## src/rtl/eth_tx_pkg.sv

```systemverilog
// Shared types and constants for the Ethernet TX control generator.
package eth_tx_pkg;

  typedef enum logic [3:0] {
    IDLE,
    PREAMBLE,
    SFD,
    DEST_ADDR,
    SRC_ADDR,
    LEN_TYPE,
    DATA,
    PAD,
    FCS,
    IFG
  } eth_tx_gen_state_t;

  localparam int cSFD_BYTES      = 1;
  localparam int cMAC_ADDR_BYTES = 6;
  localparam int cLEN_TYPE_BYTES = 2;
  localparam int cFCS_BYTES      = 4;

  // Width of the payload length status and of the per-field byte counter.
  localparam int cLEN_W = 11;

  // Clock cycles needed to move one byte over a PHY of the given width.
  function automatic int calc_cpb(input int data_w);
    return 8 / data_w;
  endfunction

endpackage

```

## src/rtl/eth_tx_ctrl_gen_if.sv

```systemverilog
// Control bus between the TX controller, the payload FIFO and the datapath.
interface eth_tx_ctrl_gen_if;
  import eth_tx_pkg::*;

  logic                eth_pkt_rdy;
  logic                fifo_empty;
  logic                fifo_last;
  logic                fifo_rd;
  logic                tx_en;
  logic                crc_en;
  logic                pad_en;
  logic                byte_load;
  logic                pkt_done;
  logic                abort;
  logic                len_err;
  logic [cLEN_W-1:0]   payload_len;
  eth_tx_gen_state_t   tx_ctrl_fsm_state;

  // Controller side.
  modport master (
    input  eth_pkt_rdy, fifo_empty, fifo_last,
    output fifo_rd, tx_en, crc_en, pad_en, byte_load, pkt_done,
           abort, len_err, payload_len, tx_ctrl_fsm_state
  );

  // FIFO / datapath side.
  modport slave (
    output eth_pkt_rdy, fifo_empty, fifo_last,
    input  fifo_rd, tx_en, crc_en, pad_en, byte_load, pkt_done,
           abort, len_err, payload_len, tx_ctrl_fsm_state
  );

endinterface

```

## src/rtl/eth_tx_byte_timer.sv

```systemverilog
// Byte timer: phase within a byte and byte index within the current field.
module eth_tx_byte_timer
  import eth_tx_pkg::*;
#(
  parameter int pCPB = 4
) (
  input  logic              clk_i,
  input  logic              rst_i,
  input  logic              clr_i,
  input  logic [cLEN_W-1:0] field_len_i,
  output logic              phase_zero_o,
  output logic              byte_boundary_o,
  output logic              field_done_o
);

  logic [2:0]        phase_q, phase_d;
  logic [cLEN_W-1:0] byte_q, byte_d;

  assign phase_zero_o    = (phase_q == 3'd0);
  assign byte_boundary_o = (phase_q == 3'(pCPB - 1));
  assign field_done_o    = byte_boundary_o && (byte_q == field_len_i - cLEN_W'(1));

  // Advance phase every cycle and the byte index at each byte boundary.
  always_comb begin
    // NOTE: defaults first so every path assigns every output; no latches.
    phase_d = phase_q;
    byte_d  = byte_q;
    if (clr_i) begin
      phase_d = '0;
      byte_d  = '0;
    end else if (byte_boundary_o) begin
      phase_d = '0;
      byte_d  = byte_q + cLEN_W'(1);
    end else begin
      phase_d = phase_q + 3'd1;
    end
  end

  // Counter registers.
  always_ff @(posedge clk_i or posedge rst_i) begin
    // NOTE: non-blocking assignments so all registers update from pre-edge values.
    if (rst_i) begin
      phase_q <= '0;
      byte_q  <= '0;
    end else begin
      phase_q <= phase_d;
      byte_q  <= byte_d;
    end
  end

endmodule

```

## src/rtl/eth_tx_ctrl_gen.sv

```systemverilog
// Ethernet TX frame sequencer: preamble through IFG, with padding,
// maximum-length truncation and underrun abort.
module eth_tx_ctrl_gen
  import eth_tx_pkg::*;
#(
  parameter int pDATA_W         = 2,
  parameter int pPREAMBLE_BYTES = 7,
  parameter int pMIN_PAYLOAD    = 46,
  parameter int pMAX_PAYLOAD    = 1500,
  parameter int pIFG_BYTES      = 12
) (
  input  logic              clk_i,
  input  logic              rst_i,
  eth_tx_ctrl_gen_if.master bus
);

  localparam int cCPB = calc_cpb(pDATA_W);

  eth_tx_gen_state_t state_q, state_d;
  logic [cLEN_W-1:0] payload_len_q, payload_len_d;
  logic              pkt_done_q, pkt_done_d;
  logic [cLEN_W-1:0] field_len;
  logic [cLEN_W:0]   len_inc;
  logic              phase_zero, byte_boundary, field_done;

  // Restart the byte timer whenever the field changes, including an abort
  // that happens mid-byte.
  eth_tx_byte_timer #(.pCPB(cCPB)) u_timer (
    .clk_i           (clk_i),
    .rst_i           (rst_i),
    .clr_i           (state_d != state_q),
    .field_len_i     (field_len),
    .phase_zero_o    (phase_zero),
    .byte_boundary_o (byte_boundary),
    .field_done_o    (field_done)
  );

  assign len_inc               = {1'b0, payload_len_q} + (cLEN_W + 1)'(1);
  assign bus.payload_len       = payload_len_q;
  assign bus.pkt_done          = pkt_done_q;
  assign bus.tx_ctrl_fsm_state = state_q;

  // Length of the current field in bytes; DATA ends on FIFO events instead.
  always_comb begin
    field_len = '0;
    case (state_q)
      PREAMBLE:  field_len = cLEN_W'(pPREAMBLE_BYTES);
      SFD:       field_len = cLEN_W'(cSFD_BYTES);
      DEST_ADDR: field_len = cLEN_W'(cMAC_ADDR_BYTES);
      SRC_ADDR:  field_len = cLEN_W'(cMAC_ADDR_BYTES);
      LEN_TYPE:  field_len = cLEN_W'(cLEN_TYPE_BYTES);
      PAD:       field_len = cLEN_W'(pMIN_PAYLOAD) - payload_len_q;
      FCS:       field_len = cLEN_W'(cFCS_BYTES);
      IFG:       field_len = cLEN_W'(pIFG_BYTES);
      default:   field_len = '0;
    endcase
  end

  // Next-state and output decode.
  always_comb begin
    state_d       = state_q;
    payload_len_d = payload_len_q;
    pkt_done_d    = 1'b0;
    bus.fifo_rd   = 1'b0;
    bus.tx_en     = 1'b0;
    bus.crc_en    = 1'b0;
    bus.pad_en    = 1'b0;
    bus.byte_load = 1'b0;
    bus.abort     = 1'b0;
    bus.len_err   = 1'b0;
    case (state_q)
      IDLE: begin
        if (bus.eth_pkt_rdy && !bus.fifo_empty) begin
          state_d       = PREAMBLE;
          payload_len_d = '0;
        end
      end
      PREAMBLE, SFD, DEST_ADDR, SRC_ADDR, LEN_TYPE: begin
        bus.tx_en     = 1'b1;
        bus.byte_load = phase_zero;
        bus.crc_en    = (state_q != PREAMBLE) && (state_q != SFD);
        if (field_done) begin
          case (state_q)
            PREAMBLE:  state_d = SFD;
            SFD:       state_d = DEST_ADDR;
            DEST_ADDR: state_d = SRC_ADDR;
            SRC_ADDR:  state_d = LEN_TYPE;
            default:   state_d = DATA;
          endcase
        end
      end
      DATA: begin
        bus.tx_en     = 1'b1;
        bus.byte_load = phase_zero;
        if (phase_zero && bus.fifo_empty) begin
          // Underrun: drop the frame without FCS, still honour the IFG.
          bus.abort = 1'b1;
          state_d   = IFG;
        end else begin
          bus.crc_en = 1'b1;
          if (byte_boundary) begin
            bus.fifo_rd   = 1'b1;
            payload_len_d = (&payload_len_q) ? payload_len_q : len_inc[cLEN_W-1:0];
            if (bus.fifo_last) begin
              state_d = (len_inc < (cLEN_W + 1)'(pMIN_PAYLOAD)) ? PAD : FCS;
            end else if (len_inc == (cLEN_W + 1)'(pMAX_PAYLOAD)) begin
              bus.len_err = 1'b1;
              state_d     = FCS;
            end
          end
        end
      end
      PAD: begin
        bus.tx_en     = 1'b1;
        bus.crc_en    = 1'b1;
        bus.pad_en    = 1'b1;
        bus.byte_load = phase_zero;
        if (field_done) state_d = FCS;
      end
      FCS: begin
        bus.tx_en     = 1'b1;
        bus.byte_load = phase_zero;
        if (field_done) state_d = IFG;
      end
      IFG: begin
        if (field_done) begin
          state_d    = IDLE;
          pkt_done_d = 1'b1;
        end
      end
      default: state_d = IDLE;
    endcase
  end

  // State, status and done-pulse registers.
  always_ff @(posedge clk_i or posedge rst_i) begin
    if (rst_i) begin
      state_q       <= IDLE;
      payload_len_q <= '0;
      pkt_done_q    <= 1'b0;
    end else begin
      state_q       <= state_d;
      payload_len_q <= payload_len_d;
      pkt_done_q    <= pkt_done_d;
    end
  end

endmodule

```

## src/flat_wrapper.sv

```systemverilog
// flat-port wrapper written by rule: the top's interface ports become plain ports
module eth_tx_ctrl_gen_flat import eth_tx_pkg::*;
#(
  parameter int pDATA_W         = 2,
  parameter int pPREAMBLE_BYTES = 7,
  parameter int pMIN_PAYLOAD    = 46,
  parameter int pMAX_PAYLOAD    = 1500,
  parameter int pIFG_BYTES      = 12
)
  (clk_i, rst_i, bus_eth_pkt_rdy, bus_fifo_empty, bus_fifo_last, bus_fifo_rd, bus_tx_en, bus_crc_en, bus_pad_en, bus_byte_load, bus_pkt_done, bus_abort, bus_len_err, bus_payload_len, bus_tx_ctrl_fsm_state);
  eth_tx_ctrl_gen_if bus_i ();
  input  logic clk_i;
  input  logic rst_i;
  input wire logic [$bits(bus_i.eth_pkt_rdy)-1:0] bus_eth_pkt_rdy;
  input wire logic [$bits(bus_i.fifo_empty)-1:0] bus_fifo_empty;
  input wire logic [$bits(bus_i.fifo_last)-1:0] bus_fifo_last;
  output wire logic [$bits(bus_i.fifo_rd)-1:0] bus_fifo_rd;
  output wire logic [$bits(bus_i.tx_en)-1:0] bus_tx_en;
  output wire logic [$bits(bus_i.crc_en)-1:0] bus_crc_en;
  output wire logic [$bits(bus_i.pad_en)-1:0] bus_pad_en;
  output wire logic [$bits(bus_i.byte_load)-1:0] bus_byte_load;
  output wire logic [$bits(bus_i.pkt_done)-1:0] bus_pkt_done;
  output wire logic [$bits(bus_i.abort)-1:0] bus_abort;
  output wire logic [$bits(bus_i.len_err)-1:0] bus_len_err;
  output wire logic [$bits(bus_i.payload_len)-1:0] bus_payload_len;
  output wire logic [$bits(bus_i.tx_ctrl_fsm_state)-1:0] bus_tx_ctrl_fsm_state;
  assign bus_i.eth_pkt_rdy = bus_eth_pkt_rdy;
  assign bus_i.fifo_empty = bus_fifo_empty;
  assign bus_i.fifo_last = bus_fifo_last;
  assign bus_fifo_rd = bus_i.fifo_rd;
  assign bus_tx_en = bus_i.tx_en;
  assign bus_crc_en = bus_i.crc_en;
  assign bus_pad_en = bus_i.pad_en;
  assign bus_byte_load = bus_i.byte_load;
  assign bus_pkt_done = bus_i.pkt_done;
  assign bus_abort = bus_i.abort;
  assign bus_len_err = bus_i.len_err;
  assign bus_payload_len = bus_i.payload_len;
  assign bus_tx_ctrl_fsm_state = bus_i.tx_ctrl_fsm_state;
  eth_tx_ctrl_gen #(.pDATA_W(pDATA_W), .pPREAMBLE_BYTES(pPREAMBLE_BYTES), .pMIN_PAYLOAD(pMIN_PAYLOAD), .pMAX_PAYLOAD(pMAX_PAYLOAD), .pIFG_BYTES(pIFG_BYTES)) u_core (.clk_i(clk_i), .rst_i(rst_i), .bus(bus_i));
endmodule
```

## config.mk

```make
export PLATFORM = sky130hd
export DESIGN_NAME = eth_tx_ctrl_gen_flat
export DESIGN_NICKNAME = d
export VERILOG_FILES = /design/src/rtl/eth_tx_pkg.sv /design/src/rtl/eth_tx_ctrl_gen_if.sv /design/src/rtl/eth_tx_byte_timer.sv /design/src/rtl/eth_tx_ctrl_gen.sv /design/src/flat_wrapper.sv
export SDC_FILE = /design/constraint.sdc
export NUM_CORES = 1
export LEC_CHECK = 0
export CELL_PAD_IN_SITES_DETAIL_PLACEMENT = 0
export CELL_PAD_IN_SITES_GLOBAL_PLACEMENT = 2
export CORE_MARGIN = 8
export CORE_UTILIZATION = 32
export DETAILED_ROUTE_END_ITERATION = 10
export GPL_TIMING_DRIVEN = 1
export PLACE_DENSITY = 0.82
export SLEW_MARGIN = 20
export SYNTH_ARGS = -nofsm -noshare
export SYNTH_HDL_FRONTEND = slang
export SYNTH_SLANG_ARGS = --single-unit
```

## constraint.sdc

```tcl
create_clock -name clk_i -period 3.2 [get_ports clk_i]
set_clock_uncertainty 0.15 [all_clocks]
set_input_delay 0.48 -clock clk_i [delete_from_list [all_inputs] [get_ports clk_i]]
set_output_delay 0.48 -clock clk_i [all_outputs]
set_load 0.03 [all_outputs]
```

## Yosys cells after proc, flatten, opt, wreduce, memory -nomap -nowiden

Cells that the tools add are included.

- Reduce and logical (&&, ||, !) cells: 14
- Muxes and demuxes: 39
- Bitwise gates (word level): 0
- $mul: 0
- Add/subtract/negate cells: 5
- Shift-type cells: 0
- Equal/unequal tests: 19
- Divide/modulo/power cells: 0
- Order comparisons: 1

Operator list:

| kind | count |
|---|---|
| $pmux 11 s7 | 1 |
| $mux 11 | 6 |
| $mux 4 | 10 |
| $pmux 4 s6 | 1 |
| $pmux 11 s2 | 1 |
| $eq 4x3->1 const B | 4 |
| $mux 1 | 16 |
| $add 11x1->12 const B | 1 |
| $eq 12x11->1 const B | 1 |
| $lt 12x6->1 const B | 1 |
| $pmux 3 s4 | 1 |
| $add 11x1->11 const B | 1 |
| $eq 11x11->1 | 1 |
| $reduce_and 11->1 | 1 |
| $sub 11x1->11 const B | 1 |
| $sub 6x11->11 const A | 1 |
| $eq 4x2->1 const B | 2 |
| $eq 4x4->1 const B | 2 |
| $reduce_or 8->1 | 1 |
| $mux 3 | 2 |
| $ne 2x2->1 const B | 3 |
| $reduce_and 5->1 | 1 |
| $reduce_or 5->1 | 1 |
| $eq 4x1->1 const B | 1 |
| other kinds (13) | 17 |

- Bits in writable memories: 0
- Bits in registers: 30
- Latch bits: 0
- Input port bits: 5
- Memories: 0
- ROM bits: 0
- Word-level logic and storage cells: 83

## Logic depth before layout (Yosys ltp)

Gate-level depths: netlist of run 1.

- Depth after elaboration: 10
- Mapped depth: 13

## Cells and area by module

Synthesis of run 1 repeated with hierarchy kept, for this count alone.

- Cells, all modules: 352
- Area total of the unflattened synthesis: 2691.3 sq um

Modules (own cells, without submodules):

| module | instances | area an instance (sq um) | cells an instance | seq. area each (sq um) |
|---|---|---|---|---|
| eth_tx_ctrl_gen | 1 | 1670.4 | 237 | 400.4 |
| eth_tx_byte_timer | 1 | 1021.0 | 115 | 350.3 |

## Worst setup path after synthesis of run 1

OpenSTA, ideal clock, no wires.

- Kind: reg-to-reg
- Start point: register u_core.state_q[2], in the netlist u_core.bus.tx_ctrl_fsm_state[2]
- End point: register u_core.u_timer.byte_q[0]
- Period minus slack after synthesis: 3.572 ns
- Slack: -0.372 ns
- Required time: 2.924 ns
- Cell stages (with the launch flop): 14
- Data arrival time: 3.296 ns
- Path through: dfrtp_1 -> buf_2 -> clkbuf_1 -> a21oi_1 -> o21ai_0 -> ha_1 -> nand2_1 -> nor2_1 -> o2111ai_1 -> xnor2_1 -> or4_4 -> a2111oi_4 -> buf_6 -> nor3_2

- Longest elaborated chain between the ends: 10
- Elaborated cells between the ends (all ways): 30
- Those cells by class: add/sub (1); eq/ne (11); mux (13); reduce/logical (5)

Ends and longest elaborated chain:

| item | RTL line | text |
|---|---|---|
| start, declared | eth_tx_ctrl_gen.sv:19 | `eth_tx_gen_state_t state_q, state_d;` |
| start signal, assigned | eth_tx_ctrl_gen.sv:142 | `state_q <= state_d;` |
| $eq 4x2->1 or $eq 4x3->1 (tied branches) | eth_tx_ctrl_gen.sv:46, eth_tx_ctrl_gen.sv:71, eth_tx_ctrl_gen.sv:83 |  |
| $reduce_or 2->1 (no source line) | - |  |
| $pmux 11 s7 | eth_tx_ctrl_gen.sv:46 | `case (state_q)` |
| $sub 11x1->11 | eth_tx_byte_timer.sv:21 | `assign field_done_o = byte_boundary_o && (byte_q == field_len_i - cLEN_W'(1));` |
| $eq 11x11->1 | eth_tx_byte_timer.sv:21 |  |
| $logic_and 1x1->1 | eth_tx_byte_timer.sv:21 |  |
| $mux 4 (on tied branches) | - |  |
| $pmux 4 s6 | eth_tx_ctrl_gen.sv:71 | `case (state_q)` |
| $ne 4x4->1 * | eth_tx_ctrl_gen.sv:31 | `.clr_i (state_d != state_q),` |
| $mux 11 or $reduce_bool 2->1 (tied branches) | - |  |
| end signal, assigned | eth_tx_byte_timer.sv:47 | `byte_q <= byte_d;` |
| end, declared | eth_tx_byte_timer.sv:17 | `logic [cLEN_W-1:0] byte_q, byte_d;` |

Mark *: on every way between the ends. The rest lies on a longest branch, timed or not.
A chain may end at the register's enable or synchronous reset.

## Worst setup path after layout of run 1

- Start point: register u_core.payload_len_q[0], in the netlist u_core.bus.payload_len[0]
- End point: register u_core.u_timer.phase_q[0]

- Longest elaborated chain between the ends: 9
- Elaborated cells between the ends (all ways): 20
- Those cells by class: add/sub (3); order compare (1); eq/ne (3); mux (12); reduce/logical (1)

Ends and longest elaborated chain:

| item | RTL line | text |
|---|---|---|
| start, declared | eth_tx_ctrl_gen.sv:20 | `logic [cLEN_W-1:0] payload_len_q, payload_len_d;` |
| start signal, assigned | eth_tx_ctrl_gen.sv:143 | `payload_len_q <= payload_len_d;` |
| $sub 6x11->11 or $add 11x1->12 (tied branches) | eth_tx_ctrl_gen.sv:52, eth_tx_ctrl_gen.sv:38 |  |
| $pmux 11 s7 (tied with other cells) | eth_tx_ctrl_gen.sv:46 |  |
| $sub 11x1->11 (tied with other cells) | eth_tx_byte_timer.sv:21 |  |
| $eq 11x11->1 or $mux 4 (tied branches) | eth_tx_byte_timer.sv:21, eth_tx_ctrl_gen.sv:104 |  |
| $logic_and 1x1->1 or $mux 4 (tied branches) | eth_tx_byte_timer.sv:21, eth_tx_ctrl_gen.sv:101 |  |
| $mux 4 (on tied branches) | - |  |
| $pmux 4 s6 * | eth_tx_ctrl_gen.sv:71 |  |
| $ne 4x4->1 * | eth_tx_ctrl_gen.sv:31 |  |
| $mux 3 * | eth_tx_byte_timer.sv:28 | `if (clr_i) begin` |
| named net u_core.u_timer.phase_d[0] | eth_tx_byte_timer.sv:16 | `logic [2:0] phase_q, phase_d;` |
| end signal, assigned | eth_tx_byte_timer.sv:46 | `phase_q <= phase_d;` |
| end, declared | eth_tx_byte_timer.sv:16 |  |

The timed path passes the listed nets; every way through them passes the cells marked *.

==> flow_summary_export.csv, run 1 <==
group,metric,value,unit
timing,worst_pin_slew,485,ps
finish,n_antenna_cell,0,
worst_hold_path,hold_path_depth,1,
pwr,clockPowerShare,51.3,%
clocking,htreeDepth,2,
finish,final_cell_count_no_fill,583,
routing,dr_wl_met2,4720,µm
yosys,yosys.area.top_type,"dfrtp_1",
placement,place_area,3800,µm²
yosys,ys_seq_area_share,24.6,%
pwr,p_leak,1.70,nW
finish,design_area,4140,µm²
routing,dr_wl_met3,334,µm
timing,layout_min_cycle_time,3240,ps
finish,area_growth_syn_to_layout,36.0,%
pwr,p_total,0.812,mW
yosys,synth.avg_cell_area,8.00,µm²
clocking,root_buffer,"clkbuf_8",
placement,place_congestion,0.833,
global_routing,grt_pass1_vias,2997,
routing,wl_per_cell,16.7,µm
timing,setup_viol,14,
timing,maxSlewHeadroom,67.4,%
pwr,ir_drop,0.000200,V
floorplanning,num_rows,35,
pwr,switching_power,0.173,mW
worst_hold_path,min_to,"u_core.u_timer.phase_q[0]",
global_routing,grt-ovfl-total,0,
yosys,ys_seq_elements,30,
routing,vias,3160,
pwr,swShare,21.3,%
timing,finalCritPeriodShare,101,%
global_routing,grtUsageTotal,15.0,%
global_routing,grt_max_degree,31,
routing,drtIter0Drc,170,
yosys,synth_area,3050,µm²
routing,drt-met1-wl,4630,µm
timing,hold_ws,344,ps
pwr,p_per_area,196,nW/µm²
finish,nets,464,
clocking,cts_hold_buf,0,
yosys,yosysWarnings,0,
floorplanning,dieWidth,114,µm
floorplanning,die_h,114,µm
setup_path,worstSetupPathType,"reg2reg",
timing,timing_hold_violations_final,0,
setup_path,r2r_cells,11,
clocking,clk_latency,290,ps
global_routing,antenna_found_initial,0,
setup_path,rrSetupSlack,-40,ps
routing,dr.pass1.iters,4,
placement,dp_cells,561,
yosys,ys.flop_type,"dfrtp_1",
clocking,cts_sinks,30,
setup_path,path_cells,"buf_8 -> and3b_1 -> a32o_2 -> or3_4 -> buf_4 -> o2111ai_2 -> xnor2_1 -> or4_4 -> a2111oi_4 -> buf_6 -> nor4_1",
yosys,synthesis.instances,381,
pwr,pwr-share-seq,46.6,%
setup_path,cp.required,3220,ps
yosys,synth-edff-count,0,
floorplanning,core,9240,µm²
clocking,cts_inserted_buffers,5,
setup_path,regToRegEndpoint,"u_core.u_timer.phase_q[0]",
yosys,syn_nets,392,
clocking,path_clk_slew,80,ps
placement,dpl.hpwl,7420,µm
yosys,ys_types,75,
routing,ant_nets,0,
setup_path,cp.arrival,3260,ps
finish,drive_gt1_share,30.2,%
setup_path,start_kind,"flip-flop",
floorplanning,ios,28,
routing,drt_wl_total,9760,µm
timing,rsz0062_at_grt,"yes",
yosys,async_reset_ff_share,100,%
finish,fill_cells,931,
floorplanning,die_area,12900,µm²
timing,slew_violations,0,
setup_path,r2r-start,"u_core.bus.payload_len[0]",
run_status,status,"finished with violations",
floorplanning,initial_core_util,33.0,%
routing,drt-vias-per-instance,5.42,
setup_path,critPathSlowestCell,"or4_4",
pwr,pwr-share-comb,2.1,%
placement,port_buffers,27,
global_routing,grt_pass1_wl,15700,µm
timing,fmax,309,MHz
yosys,yosys-top-cells-area,"dfrtp_1, xnor2_1, o21ai_0, nand2_1, nor3_2",
setup_path,worstPathMaxFanout,9,
run_status,violations,"negative setup slack",
routing,drc,0,
flow_run,max-cap-violations,0,
setup_path,max_stage_delay,540,ps
worst_hold_path,min-delay-start,"u_core.u_timer.phase_q[0]",
worst_hold_path,min_path_type,"reg2reg",
setup_path,cp-end-kind,"flip-flop",
clocking,clockBufferDepth,2,
yosys,yosysTopAreaCellShare,24.6,%
timing,setup_slack,-38.7,ps
routing,top_layer_used,"met4",
clocking,cts_tree,"built",
pwr,p_int,0.639,mW
-- cell usage in the layout, fill, tap and decap left out, types with 4 or more instances in the layout --
cell type        Yosys  final
inv_1               16     16
clkdlybuf4s50_1      0     26
dfrtp_2              0     11
xor2_1              11     11
a31oi_1              7      6
nor2_1              17     16
and3b_1              4      4
nand2_1             30     29
o2111ai_1            8      6
o21ai_1              2      4
o211ai_1             7      7
clkbuf_8             0      6
xnor2_1             15     15
nor3_1              14     12
a21oi_1             13     11
nor2b_1              6      5
or2_2                4      4
o21ai_0             24     22
nor4_1              11      9
buf_4                4     66
and3_1               8      8
and2_1               7      7
dfrtp_1             30     19
nor3_2              10     12
nand4_1              8      8
ha_1                 6      4
nand3_1             17     16
-- power by group through the flow --
stage / Sequential, mW / Clock (mW) / Combinational, mW
final: 0.379 / 0.416 / 0.0168
after global routing: 0.379 / 0.442 / 0.0190
after CTS: 0.379 / 0.424 / 0.0176
after detailed placement: 0.386 / 0 / 0.0177
after global placement: 0.386 / 0 / 0.0172
after floorplan: 0.386 / 0 / 0.00721
-- per-stage QoR --
step                      util [%]  setup WS (ps)  TNS [ps]
after floorplan                  -           6.05         0
after global placement        41.1           40.8         0
after detailed placement      41.1           13.0         0
after CTS                     42.5          -1.36     -1.36
after global routing          44.8           -125     -1760
final                         44.8          -38.7      -288
-- registers in the layout, summed over array words and instances, names as in the netlist --
| name | flops |
|---|---|
| u_core.u_timer.phase_q | 3 |
| u_core.bus.payload_len | 11 |
| u_core.u_timer.byte_q | 11 |
| u_core.bus.pkt_done | 1 |
| u_core.bus.tx_ctrl_fsm_state | 4 |
-- layer usage --
layer / vias up / track usage (%)
met5: - / 0
met4: 0 / 2.93
met3: 6 / 2.64
met2: 44 / 25.0
met1: 1532 / 20.0
li1: 1578 / -
-- worst max-delay path by stage --
stage	start	endpoint
2_1_floorplan	u_core.bus.payload_len[2]	u_core.u_timer.byte_q[0]
3_3_place_gp	u_core.bus.payload_len[2]	u_core.u_timer.phase_q[1]
3_5_place_dp	u_core.bus.tx_ctrl_fsm_state[2]	u_core.u_timer.phase_q[2]
4_1_cts	u_core.bus.payload_len[0]	u_core.u_timer.phase_q[0]
5_1_grt	u_core.bus.payload_len[4]	u_core.u_timer.phase_q[0]
6_report	u_core.bus.payload_len[0]	u_core.u_timer.phase_q[0]
-- timing repair --
| item | 4_1_cts | 5_1_grt |
|---|---|---|
| setup endpoints to repair | 8 | 19 |
| pin swaps | 0 | 11 |
| setup buffers | 0 | 14 |
| gates resized for setup | 5 | 26 |
-- cell type report --
class / instances / area, µm² / share of cell area (%)
multi-input cells: 303 / 2220 / 53.7
repair buffers: 96 / 813 / 19.6
flip-flops and latches: 30 / 764 / 18.5
well taps: 129 / 161 / 3.90
clock buffers: 7 / 86.3 / 2.08
inverters: 17 / 63.8 / 1.54
clock inverters: 1 / 30.0 / 0.725
-- kinds of logic after synthesis --
group / synth area share, %
AOI/OAI and AO/OA: 24.8
DFF: 24.6
adders and majority gates: 2.46
buffers and inverters: 7.27
xor gates and xnor gates: 7.47
and+or+nand+nor: 32.0
muxes: 1.36
-- synth_stat cells, types with 9 or more instances --
cell	count
dfrtp_1	30
clkbuf_1	13
nand3_1	17
a21oi_1	13
nor3_2	10
nor2_1	17
xor2_1	11
nor4_1	11
o21ai_0	24
xnor2_1	15
inv_1	16
nor3_1	14
buf_2	9
nand2_1	30
-- worst max-delay path, delay by kind of cell (launching register included) --
| kind | cells | cell delay (ps) |
|---|---|---|
| xor+xnor | 1 | 120 |
| flops | 1 | 450 |
| simple gates | 4 | 1140 |
| buf+inv | 3 | 510 |
| compound gates | 3 | 730 |
Power figures use the tool's default switching activity.
==> inputs of run 2 (changes only) <==
--- a/config.mk
+++ b/config.mk
@@ -9,7 +9,9 @@
 export CELL_PAD_IN_SITES_GLOBAL_PLACEMENT = 2
 export CORE_MARGIN = 8
 export CORE_UTILIZATION = 32
+export CTS_CLUSTER_DIAMETER = 80
 export DETAILED_ROUTE_END_ITERATION = 10
+export GPL_ROUTABILITY_DRIVEN = 0
 export GPL_TIMING_DRIVEN = 1
 export PLACE_DENSITY = 0.82
 export SLEW_MARGIN = 20
==> run 2 against run 1 <==
Effect of this change:
- the flow now finishes without violations
- global-route usage increased by 0.059 points
- via count shrank 2.2%
- die area unchanged
- maximum frequency up 2.0%
- critical path depth down 1
- clock power about the same
- critical endpoint is now u_core.u_timer.byte_q[10]
- clock-buffer cell count unchanged
- core utilization down 2.1 points
==> flow_summary_export.csv, run 2 (synthesized netlist as in run 1, its figures left out) <==
group,metric,value,unit
run_status,status,"completed",
pwr,p_per_area,205,nW/µm²
finish,layout_commonest_cell,"buf_4",
clocking,clk_latency,290,ps
routing,vias,3092,
setup_path,cp-end-kind,"flip-flop",
placement,place_ws,12.0,ps
timing,slew_violations,0,
floorplanning,initial_core_util,33.0,%
floorplanning,num_rows,35,
timing,rsz0062_at_grt,"yes",
setup_path,cp.required,3230,ps
floorplanning,ios,28,
clocking,cts_hold_buf,0,
pwr,p_leak,1.60,nW
finish,nets,448,
global_routing,antenna_found_initial,0,
setup_path,max_stage_delay,450,ps
global_routing,grt_max_degree,19,
finish,n_antenna_cell,0,
finish,area_growth_syn_to_layout,29.7,%
finish,drive_gt1_share,25.3,%
global_routing,grt_pass1_wl,15800,µm
placement,port_buffers,27,
routing,wl_per_cell,16.9,µm
clocking,htreeDepth,2,
floorplanning,die_area,12900,µm²
floorplanning,dieWidth,114,µm
global_routing,grt-ovfl-total,0,
timing,layout_min_cycle_time,3180,ps
clocking,root_buffer,"clkbuf_8",
clocking,cts_sinks,30,
global_routing,grtUsageTotal,15.1,%
timing,hold_ws,327,ps
clocking,cts_inserted_buffers,5,
timing,setup_viol,0,
routing,drc,0,
global_routing,grt_pass1_vias,3096,
setup_path,critPathBufInv,2,
placement,dpl.hpwl,7470,µm
routing,dr.pass1.iters,4,
floorplanning,die_h,114,µm
finish,mostFrequentLayoutCells,"buf_4, nand2_1, clkdlybuf4s50_1, dfrtp_1, o21ai_0",
routing,drtIter0Drc,171,
clocking,clockBufferDepth,2,
timing,finalCritPeriodShare,99.3,%
timing,setup_slack,23.9,ps
timing,timing_hold_violations_final,0,
setup_path,worstPathMaxFanout,14,
setup_path,start_kind,"flip-flop",
routing,ant_nets,0,
timing,fmax,315,MHz
timing,worst_pin_slew,574,ps
floorplanning,core,9240,µm²
clocking,cts_tree,"built",
timing,maxSlewHeadroom,61.7,%
setup_path,cp.arrival,3200,ps
setup_path,critPathSlowestCell,"dfrtp_2",
clocking,path_clk_slew,70,ps
worst_hold_path,min_path_type,"reg2reg",
routing,drt-vias-per-instance,5.45,
setup_path,worstSetupPathType,"reg2reg",
setup_path,crit_family,"compound AO/OA/AOI/OAI gates",
setup_path,path_cells,"buf_4 -> and3_1 -> a32o_1 -> or3_4 -> o2111a_2 -> or2_2 -> a211o_1 -> a2111oi_4 -> buf_12 -> nor3_1",
routing,drt_wl_total,9570,µm
pwr,ir_drop,0.000160,V
flow_run,max-cap-violations,0,
pwr,p_total,0.809,mW
-- run 2: stage by stage --
stage	cells	TNS [ps]	util [%]	instance area (µm²)
2_1_floorplan	381	0	-	3110
3_3_place_gp	558	0	40.9	3780
3_5_place_dp	558	0	40.9	3780
4_1_cts	566	0	42.2	3900
5_1_grt	567	-1550	42.7	3950
6_report	567	0	42.7	3950
-- run 2: timing repair --
| item | in CTS | in global routing |
|---|---|---|
| endpoints found under the hold margin | 0 | 0 |
| gates cloned | 0 | 0 |
| pin swaps | 0 | 3 |
| buffers inserted | 0 | 1 |
| setup endpoints to repair | 2 | 18 |
| resized for setup | 2 | 14 |
-- run 2: final timing paths --
kind | startpoint | end | slack (ps) | depth (start not counted)
max | u_core.bus.payload_len[2] | u_core.u_timer.byte_q[10] | 20 | 10
min | u_core.u_timer.phase_q[0] | u_core.u_timer.phase_q[0] | 330 | 1
max reg2reg | u_core.bus.payload_len[2] | u_core.u_timer.byte_q[10] | 20 | 10
min reg2reg | u_core.u_timer.phase_q[0] | u_core.u_timer.phase_q[0] | 330 | 1
max in group asynchronous | rst_i | u_core.u_timer.byte_q[2] | 1830 | 3
min in group asynchronous | rst_i | u_core.bus.payload_len[5] | 390 | 2
-- run 2: final cells by class --
| cell class | instances | area, µm² |
|---|---|---|
| clock buffer | 7 | 86.3 |
| tap | 129 | 161 |
| clock inverter | 1 | 30.0 |
| inverter | 17 | 63.8 |
| sequential | 30 | 761 |
| timing repair buffer | 80 | 686 |
| fill | 956 | 5290 |
| multi-input combinational | 303 | 2160 |
-- run 2: power by group --
part	switching [mW]	internal (mW)	total, mW
logic	0.0108	0.00610	0.0169
registers	0	0.379	0.379
clock network	0.159	0.254	0.413
total	0.170	0.639	0.809
-- run 2: per-layer routing --
metal | up-vias | wire length, µm | GRT usage (%)
met5 | - | 0 | 0
met4 | 0 | 163 | 5.06
met3 | 13 | 387 | 3.12
met2 | 51 | 4580 | 25.6
met1 | 1480 | 4440 | 18.6
li1 | 1548 | - | -
